--- src/rtl/if_fetch_queue.sv ---
// if_fetch_queue: instruction-fetch stage in front of the memory controller.
//   Holds the PC and issues one 4-byte fetch at a time. Returned words are
//   queued with their PC for the decoder. JAL is predicted taken by redirecting
//   the PC statically. A backend redirect flushes the queue and any fetch in flight.
// Ports:
//   clk_in, rst_in (sync, active-low), rdy_in (global enable)
//   if_read_or_not / intru_addr          : fetch request and address to mem_ctrl
//   if_load_done / mem_ctrl_instru_to_if : returned word strobe and data
//   jump_flag / jump_pc                  : backend redirect
//   inst_valid / inst / inst_pc / inst_pred_taken / inst_ready : queue head to decode
module if_fetch_queue #(
  parameter int unsigned IQ_DEPTH    = 8,
  parameter int unsigned IQ_ADDR_LEN = 3,
  parameter logic [31:0] RESET_PC    = 32'h0
) (
  input  logic        clk_in,
  input  logic        rst_in,
  input  logic        rdy_in,
  output logic        if_read_or_not,
  output logic [31:0] intru_addr,
  input  logic        if_load_done,
  input  logic [31:0] mem_ctrl_instru_to_if,
  input  logic        jump_flag,
  input  logic [31:0] jump_pc,
  output logic        inst_valid,
  output logic [31:0] inst,
  output logic [31:0] inst_pc,
  output logic        inst_pred_taken,
  input  logic        inst_ready
);

  localparam int unsigned CNT_W = IQ_ADDR_LEN + 1;
  localparam int unsigned PTR_W = IQ_ADDR_LEN;

  typedef enum logic {
    S_IDLE = 1'b0,
    S_WAIT = 1'b1
  } state_e;

  state_e             state_q, state_d;
  logic [31:0]        pc_q, pc_d;
  logic               drop_q, drop_d;
  logic               req_q, req_d;
  logic [PTR_W-1:0]   head_q, head_d;
  logic [PTR_W-1:0]   tail_q, tail_d;
  logic [CNT_W-1:0]   count_q, count_d;
  logic               valid_q, valid_d;
  logic [31:0]        inst_q, inst_d;
  logic [31:0]        inst_pc_q, inst_pc_d;
  logic               pred_q, pred_d;

  // Queue storage; contents only matter where count says so, hence no reset.
  logic [31:0]        word_mem_q [IQ_DEPTH];
  logic [31:0]        pc_mem_q   [IQ_DEPTH];
  logic               pred_mem_q [IQ_DEPTH];

  logic               push_c;
  logic               pop_c;
  logic               flush_c;
  logic               is_jal_c;
  logic [31:0]        jal_imm_c;
  logic [31:0]        next_pc_c;
  logic [CNT_W-1:0]   remain_c;

  // Static next-PC: JAL is predicted taken, everything else falls through.
  always_comb begin
    is_jal_c  = (mem_ctrl_instru_to_if[6:0] == 7'b1101111);
    jal_imm_c = {{11{mem_ctrl_instru_to_if[31]}}, mem_ctrl_instru_to_if[31],
                 mem_ctrl_instru_to_if[19:12], mem_ctrl_instru_to_if[20],
                 mem_ctrl_instru_to_if[30:21], 1'b0};
    next_pc_c = is_jal_c ? (pc_q + jal_imm_c) : (pc_q + 32'd4);
  end

  // Fetch FSM next-state and request control.
  always_comb begin
    state_d = state_q;
    pc_d    = pc_q;
    drop_d  = drop_q;
    req_d   = req_q;
    push_c  = 1'b0;
    pop_c   = 1'b0;
    flush_c = 1'b0;

    if (jump_flag) begin
      // A fetch still outstanding will return a word for the old address.
      flush_c = 1'b1;
      pc_d    = jump_pc;
      req_d   = 1'b0;
      state_d = S_IDLE;
      drop_d  = (state_q == S_WAIT);
    end else begin
      pop_c = valid_q && inst_ready;
      if (if_load_done && drop_q) begin
        drop_d = 1'b0;
      end
      unique case (state_q)
        S_IDLE: begin
          // Leave a free slot for the word that this fetch will bring back.
          if (count_q < CNT_W'(IQ_DEPTH - 1)) begin
            state_d = S_WAIT;
            req_d   = 1'b1;
            drop_d  = 1'b0;
          end
        end
        S_WAIT: begin
          if (if_load_done && !drop_q && (count_q != CNT_W'(IQ_DEPTH))) begin
            push_c  = 1'b1;
            pc_d    = next_pc_c;
            req_d   = 1'b0;
            state_d = S_IDLE;
          end
        end
        default: state_d = S_IDLE;
      endcase
    end
  end

  // Queue pointers, occupancy and the registered head view.
  always_comb begin
    head_d    = head_q;
    tail_d    = tail_q;
    count_d   = count_q;
    remain_c  = count_q - CNT_W'(pop_c);
    valid_d   = 1'b0;
    inst_d    = 32'h0;
    inst_pc_d = 32'h0;
    pred_d    = 1'b0;

    if (flush_c) begin
      head_d  = '0;
      tail_d  = '0;
      count_d = '0;
    end else begin
      head_d  = head_q + PTR_W'(pop_c);
      tail_d  = tail_q + PTR_W'(push_c);
      count_d = count_q + CNT_W'(push_c) - CNT_W'(pop_c);
    end

    if (count_d != '0) begin
      valid_d = 1'b1;
      // Pushing into an otherwise empty queue: the new word becomes the head.
      if (remain_c == '0) begin
        inst_d    = mem_ctrl_instru_to_if;
        inst_pc_d = pc_q;
        pred_d    = is_jal_c;
      end else begin
        inst_d    = word_mem_q[head_d];
        inst_pc_d = pc_mem_q[head_d];
        pred_d    = pred_mem_q[head_d];
      end
    end
  end

  // State and output registers; reset wins, rdy_in low freezes everything.
  always_ff @(posedge clk_in) begin
    if (!rst_in) begin
      state_q   <= S_IDLE;
      pc_q      <= RESET_PC;
      drop_q    <= 1'b0;
      req_q     <= 1'b0;
      head_q    <= '0;
      tail_q    <= '0;
      count_q   <= '0;
      valid_q   <= 1'b0;
      inst_q    <= 32'h0;
      inst_pc_q <= 32'h0;
      pred_q    <= 1'b0;
    end else if (rdy_in) begin
      state_q   <= state_d;
      pc_q      <= pc_d;
      drop_q    <= drop_d;
      req_q     <= req_d;
      head_q    <= head_d;
      tail_q    <= tail_d;
      count_q   <= count_d;
      valid_q   <= valid_d;
      inst_q    <= inst_d;
      inst_pc_q <= inst_pc_d;
      pred_q    <= pred_d;
    end
  end

  // Queue entry write at the tail.
  always_ff @(posedge clk_in) begin
    if (rst_in && rdy_in && push_c) begin
      word_mem_q[tail_q] <= mem_ctrl_instru_to_if;
      pc_mem_q[tail_q]   <= pc_q;
      pred_mem_q[tail_q] <= is_jal_c;
    end
  end

  assign if_read_or_not  = req_q;
  assign intru_addr      = pc_q;
  assign inst_valid      = valid_q;
  assign inst            = inst_q;
  assign inst_pc         = inst_pc_q;
  assign inst_pred_taken = pred_q;

endmodule

--- config.mk ---
export PLATFORM = sky130hd
export DESIGN_NAME = if_fetch_queue
export DESIGN_NICKNAME = d
export VERILOG_FILES = /design/src/rtl/if_fetch_queue.sv
export SDC_FILE = /design/constraint.sdc
export NUM_CORES = 1
export LEC_CHECK = 0
export CORE_MARGIN = 8
export CORE_UTILIZATION = 50
export CTS_CLUSTER_SIZE = 16
export DETAILED_ROUTE_END_ITERATION = 12
export HOLD_SLACK_MARGIN = 0.06
export PLACE_DENSITY = 0.69
export RECOVER_POWER = 100
export REMOVE_ABC_BUFFERS = 1
export SETUP_SLACK_MARGIN = 0.2
export SLEW_MARGIN = 20
export SYNTH_ARGS = -nofsm -noshare
export SYNTH_HDL_FRONTEND = slang
export SYNTH_SLANG_ARGS = --single-unit
--- constraint.sdc ---
create_clock -name clk_in -period 17.95 [get_ports clk_in]
set_clock_uncertainty 0.2 [all_clocks]
set_input_delay 3.59 -clock clk_in [delete_from_list [all_inputs] [get_ports clk_in]]
set_output_delay 3.59 -clock clk_in [all_outputs]
set_load 0.005 [all_outputs]
==> reports/qor.yml <==
outcome:
  status: "finished, violations left"
  violations: "capacitance limit, slew limit"
route:
  ant_nets: 0
  drt_first_pass_iters: 5
  wire_per_inst_um: 25.38
  drt_wl_total_mm: 68.20
  via_per_inst: 6.180
  drcViolationCount: 0
  vias: 16610
  drt_iter0_markers: 1711
floorplan:
  fp-row-count: 84
  initial_core_util_pct: 50.63
  io-pin-count: 169
  die_w_um: 246.7
  core-area_mm2: 0.05255
  die_h_um: 246.7
  die_area_mm2: 0.06085
cts:
  h-tree-depth: 3
  cts_root_buffer: "clkbuf_16"
  cts_tree: "built"
  cts_buffers: 67
  clkTransAtPathRegs_ns: 0.06
  cts-hold-fix-buffers: 0
  clk_latency_ns: 0.60
  max-clock-path-buffers: 3
  clkSinkCount: 631
  cts_setup_buffers: 0
  post_cts_resized: 0
worst_setup_path:
  path_class: "input port to register"
  crit_path_end: "inst_pc[3]$_SDFFE_PN0P_"
  cp.required_ns: 18.23
  startpoint: "jump_flag"
  endpoint_kind: "register"
  setup.worst_path.start_class: "input port"
  worst-path-max-fanout: 59
  r2r_end: "inst_pc[3]$_SDFFE_PN0P_"
  r2r_start: "inst_valid$_SDFFE_PN0P_"
  arrival_ns: 12.82
  reg2reg_slack_ns: 10.36
  reg2reg_depth: 10
cells_and_area:
  fillers: 4075
  layout-drive-gt1-share_pct: 11.06
  nets: 2059
  final_cell_area_mm2: 0.03098
  area_growth_pct: 16.43
sta:
  finalMaxSlewViolations: 772
  setup-violations-final: 0
  timing.final.crit_period_ns: 12.55
  fin_tns_setup_ns: 0
  rsz0062_at_grt: "false"
  final-hold-violation-count: 0
  max_freq_mhz: 79.70
  maxSlewHeadroom_pct: -231.6
  period_share_pct: 69.90
  worst_slew_pin_slew_ns: 4.974
yosys:
  synth_seq_cells: 631
  netlist_area_mm2: 0.02661
  synth_edf_count: 520
  postSynthCellCount: 1788
  async_flop_share_pct: 0
  synth_top_flop_cell: "edfxtp_1"
  ys_warn_count: 0
  synth.distinct_cells: 68
  syn_avg_cell_area_um2: 14.88
  seq_area_frac_synth_pct: 67.04
global_routing:
  grt_max_degree: 80
  antenna_found_initial: 2
  grt_pass1_vias: 17120
  grt_overflow: 0
  track_usage_pct: 22.33
  grt_pass1_wl_mm: 103.9
min_path:
  min_path_type: "register to register"
  hold-path-cell-count: 1
  worstHoldStart: "inst_pc[6]$_SDFFE_PN0P_"
placed_design:
  port-buffer-count: 168
  dp_hpwl_mm: 39.29
  routabilityCongestion: 0.8883
  dpl_cell_area_mm2: 0.02905
power:
  p_leak_uw: 0.01062
  powerDensity_mw_per_mm2: 98.92
  vdd_drop_max_mv: 0.06841
flow_run:
  cap_violations: 22
[synthesized netlist by cell type (6+ instances only)]
| cell | n | share of area [%] |
|---|---|---|
| a211oi_1 | 22 | 0.62 |
| a21o_1 | 10 | 0.28 |
| a21oi_1 | 98 | 1.8 |
| a221oi_1 | 59 | 1.9 |
| a22o_1 | 65 | 2.1 |
| a31oi_1 | 8 | 0.19 |
| and2_1 | 6 | 0.14 |
| and3_1 | 13 | 0.31 |
| buf_1 | 8 | 0.11 |
| buf_2 | 18 | 0.34 |
| clkbuf_1 | 88 | 1.2 |
| dfxtp_1 | 111 | 8.4 |
| edfxtp_1 | 520 | 59 |
| ha_1 | 43 | 2.0 |
| inv_1 | 26 | 0.37 |
| mux2i_1 | 38 | 1.4 |
| mux4_2 | 101 | 8.5 |
| nand2_1 | 130 | 1.8 |
| nand2b_1 | 9 | 0.21 |
| nand3_1 | 23 | 0.43 |
| nand4_1 | 14 | 0.33 |
| nor2_1 | 68 | 0.96 |
| nor2b_1 | 21 | 0.49 |
| nor3_1 | 53 | 1.0 |
| o211ai_1 | 6 | 0.17 |
| o21a_1 | 7 | 0.20 |
| o21ai_0 | 101 | 1.9 |
| o22ai_1 | 6 | 0.14 |
| xnor2_1 | 25 | 0.82 |
| xor2_1 | 20 | 0.66 |
[stage by stage]
stage | setup WS (ns) | power (uW) | utilization, % | hold slack (ns) | std cells
finish | 5.403 | 3064 | 58.95 | 0.2726 | 2687
global route | 4.539 | 3156 | 58.95 | 0.2908 | 2687
CTS | 9.038 | 3086 | 59.25 | 0.2811 | 2686
detailed placement | 8.498 | 1781 | 55.28 | 0.2639 | 2563
global placement | 8.573 | 1777 | 55.28 | 0.2614 | 2563
floorplan | 3.164 | 1705 | - | 0.2538 | 1670
[metal layers]
metal  part of all wire (%)  routed length [um]  GRT usage, %  up-vias
met2                     48               32740         35.98      703
met4                    2.6                1767         7.378        2
met1                     42               28340         30.57     8390
met3                    7.8                5337         4.132      115
met5                  0.013                   9             0        -
li1                       -                   -             -     7396
[state kept, by name, summed over array words and instances (netlist names)]
| register | count |
|---|---|
| count_q | 4 |
| drop_q | 1 |
| head_q | 3 |
| if_read_or_not | 1 |
| inst | 32 |
| inst_pc | 32 |
| inst_pred_taken | 1 |
| inst_valid | 1 |
| intru_addr | 32 |
| pc_mem_q | 256 |
| pred_mem_q | 8 |
| state_q | 1 |
| tail_q | 3 |
| word_mem_q | 256 |
[kinds of logic (layout without fill, tap and decap cells)]
group	Yosys count	count (layout)	share of synthesized area, %
flops	631	631	67.04
compound gates	424	424	10.83
simple gates	359	359	6.316
buf+inv	145	355	2.177
mux	139	139	9.979
fa+ha+maj	45	45	2.173
xor+xnor	45	45	1.481
other cells	0	1	0
[critical path, cell delays in order]
cell and delay (ns):
clkbuf_1 1.14, inv_1 0.84, and3_1 0.50, ha_4 0.88
inv_1 0.10, buf_4 0.36, nor2_1 1.38, clkbuf_1 2.61
mux4_2 0.74, a21oi_1 0.20, o21ai_0 0.12, a22o_1 0.22
[cell type report]
cell class                      count  area, um2  area share [%]
Clock buffer                       90       1827           5.897
Tap cell                          688      860.8           2.779
Multi-Input combinational cell   1012       8233           26.58
Inverter                           27      101.3          0.3272
Timing Repair Buffer              205       1856           5.990
Sequential cell                   631      17840           57.58
Antenna cell                        1      2.502        0.008078
Clock inverter                     33      260.3          0.8401
[worst min path at each step]
| stage | endpoint |
|---|---|
| after CTS | inst_pc[6]$_SDFFE_PN0P_ |
| after detailed placement | inst_pc[6]$_SDFFE_PN0P_ |
| after floorplan | head_q[1]$_SDFFE_PN0P_ |
| after global routing | inst[23]$_SDFFE_PN0P_ |
| after global placement | inst[20]$_SDFFE_PN0P_ |
| final | inst_pc[6]$_SDFFE_PN0P_ |
[layout by cell type, fill, tap and decap left out, types with 53 or more instances in the layout]
master / instances
nand2_1: 129
edfxtp_1: 520
nor2_1: 66
nor3_1: 53
o21ai_0: 102
a221oi_1: 59
dfxtp_1: 111
dlygate4sd3_1: 132
a21oi_1: 98
clkbuf_16: 70
a22o_1: 65
mux4_2: 101
[report_power, final]
group          switching (uW)  internal [uW]  total [uW]
combinational            85.9           55.3         141
sequential               16.5           1590        1610
clock                     565            752        1320
total                     668           2400        3060
(Power assumes the default switching activity.)
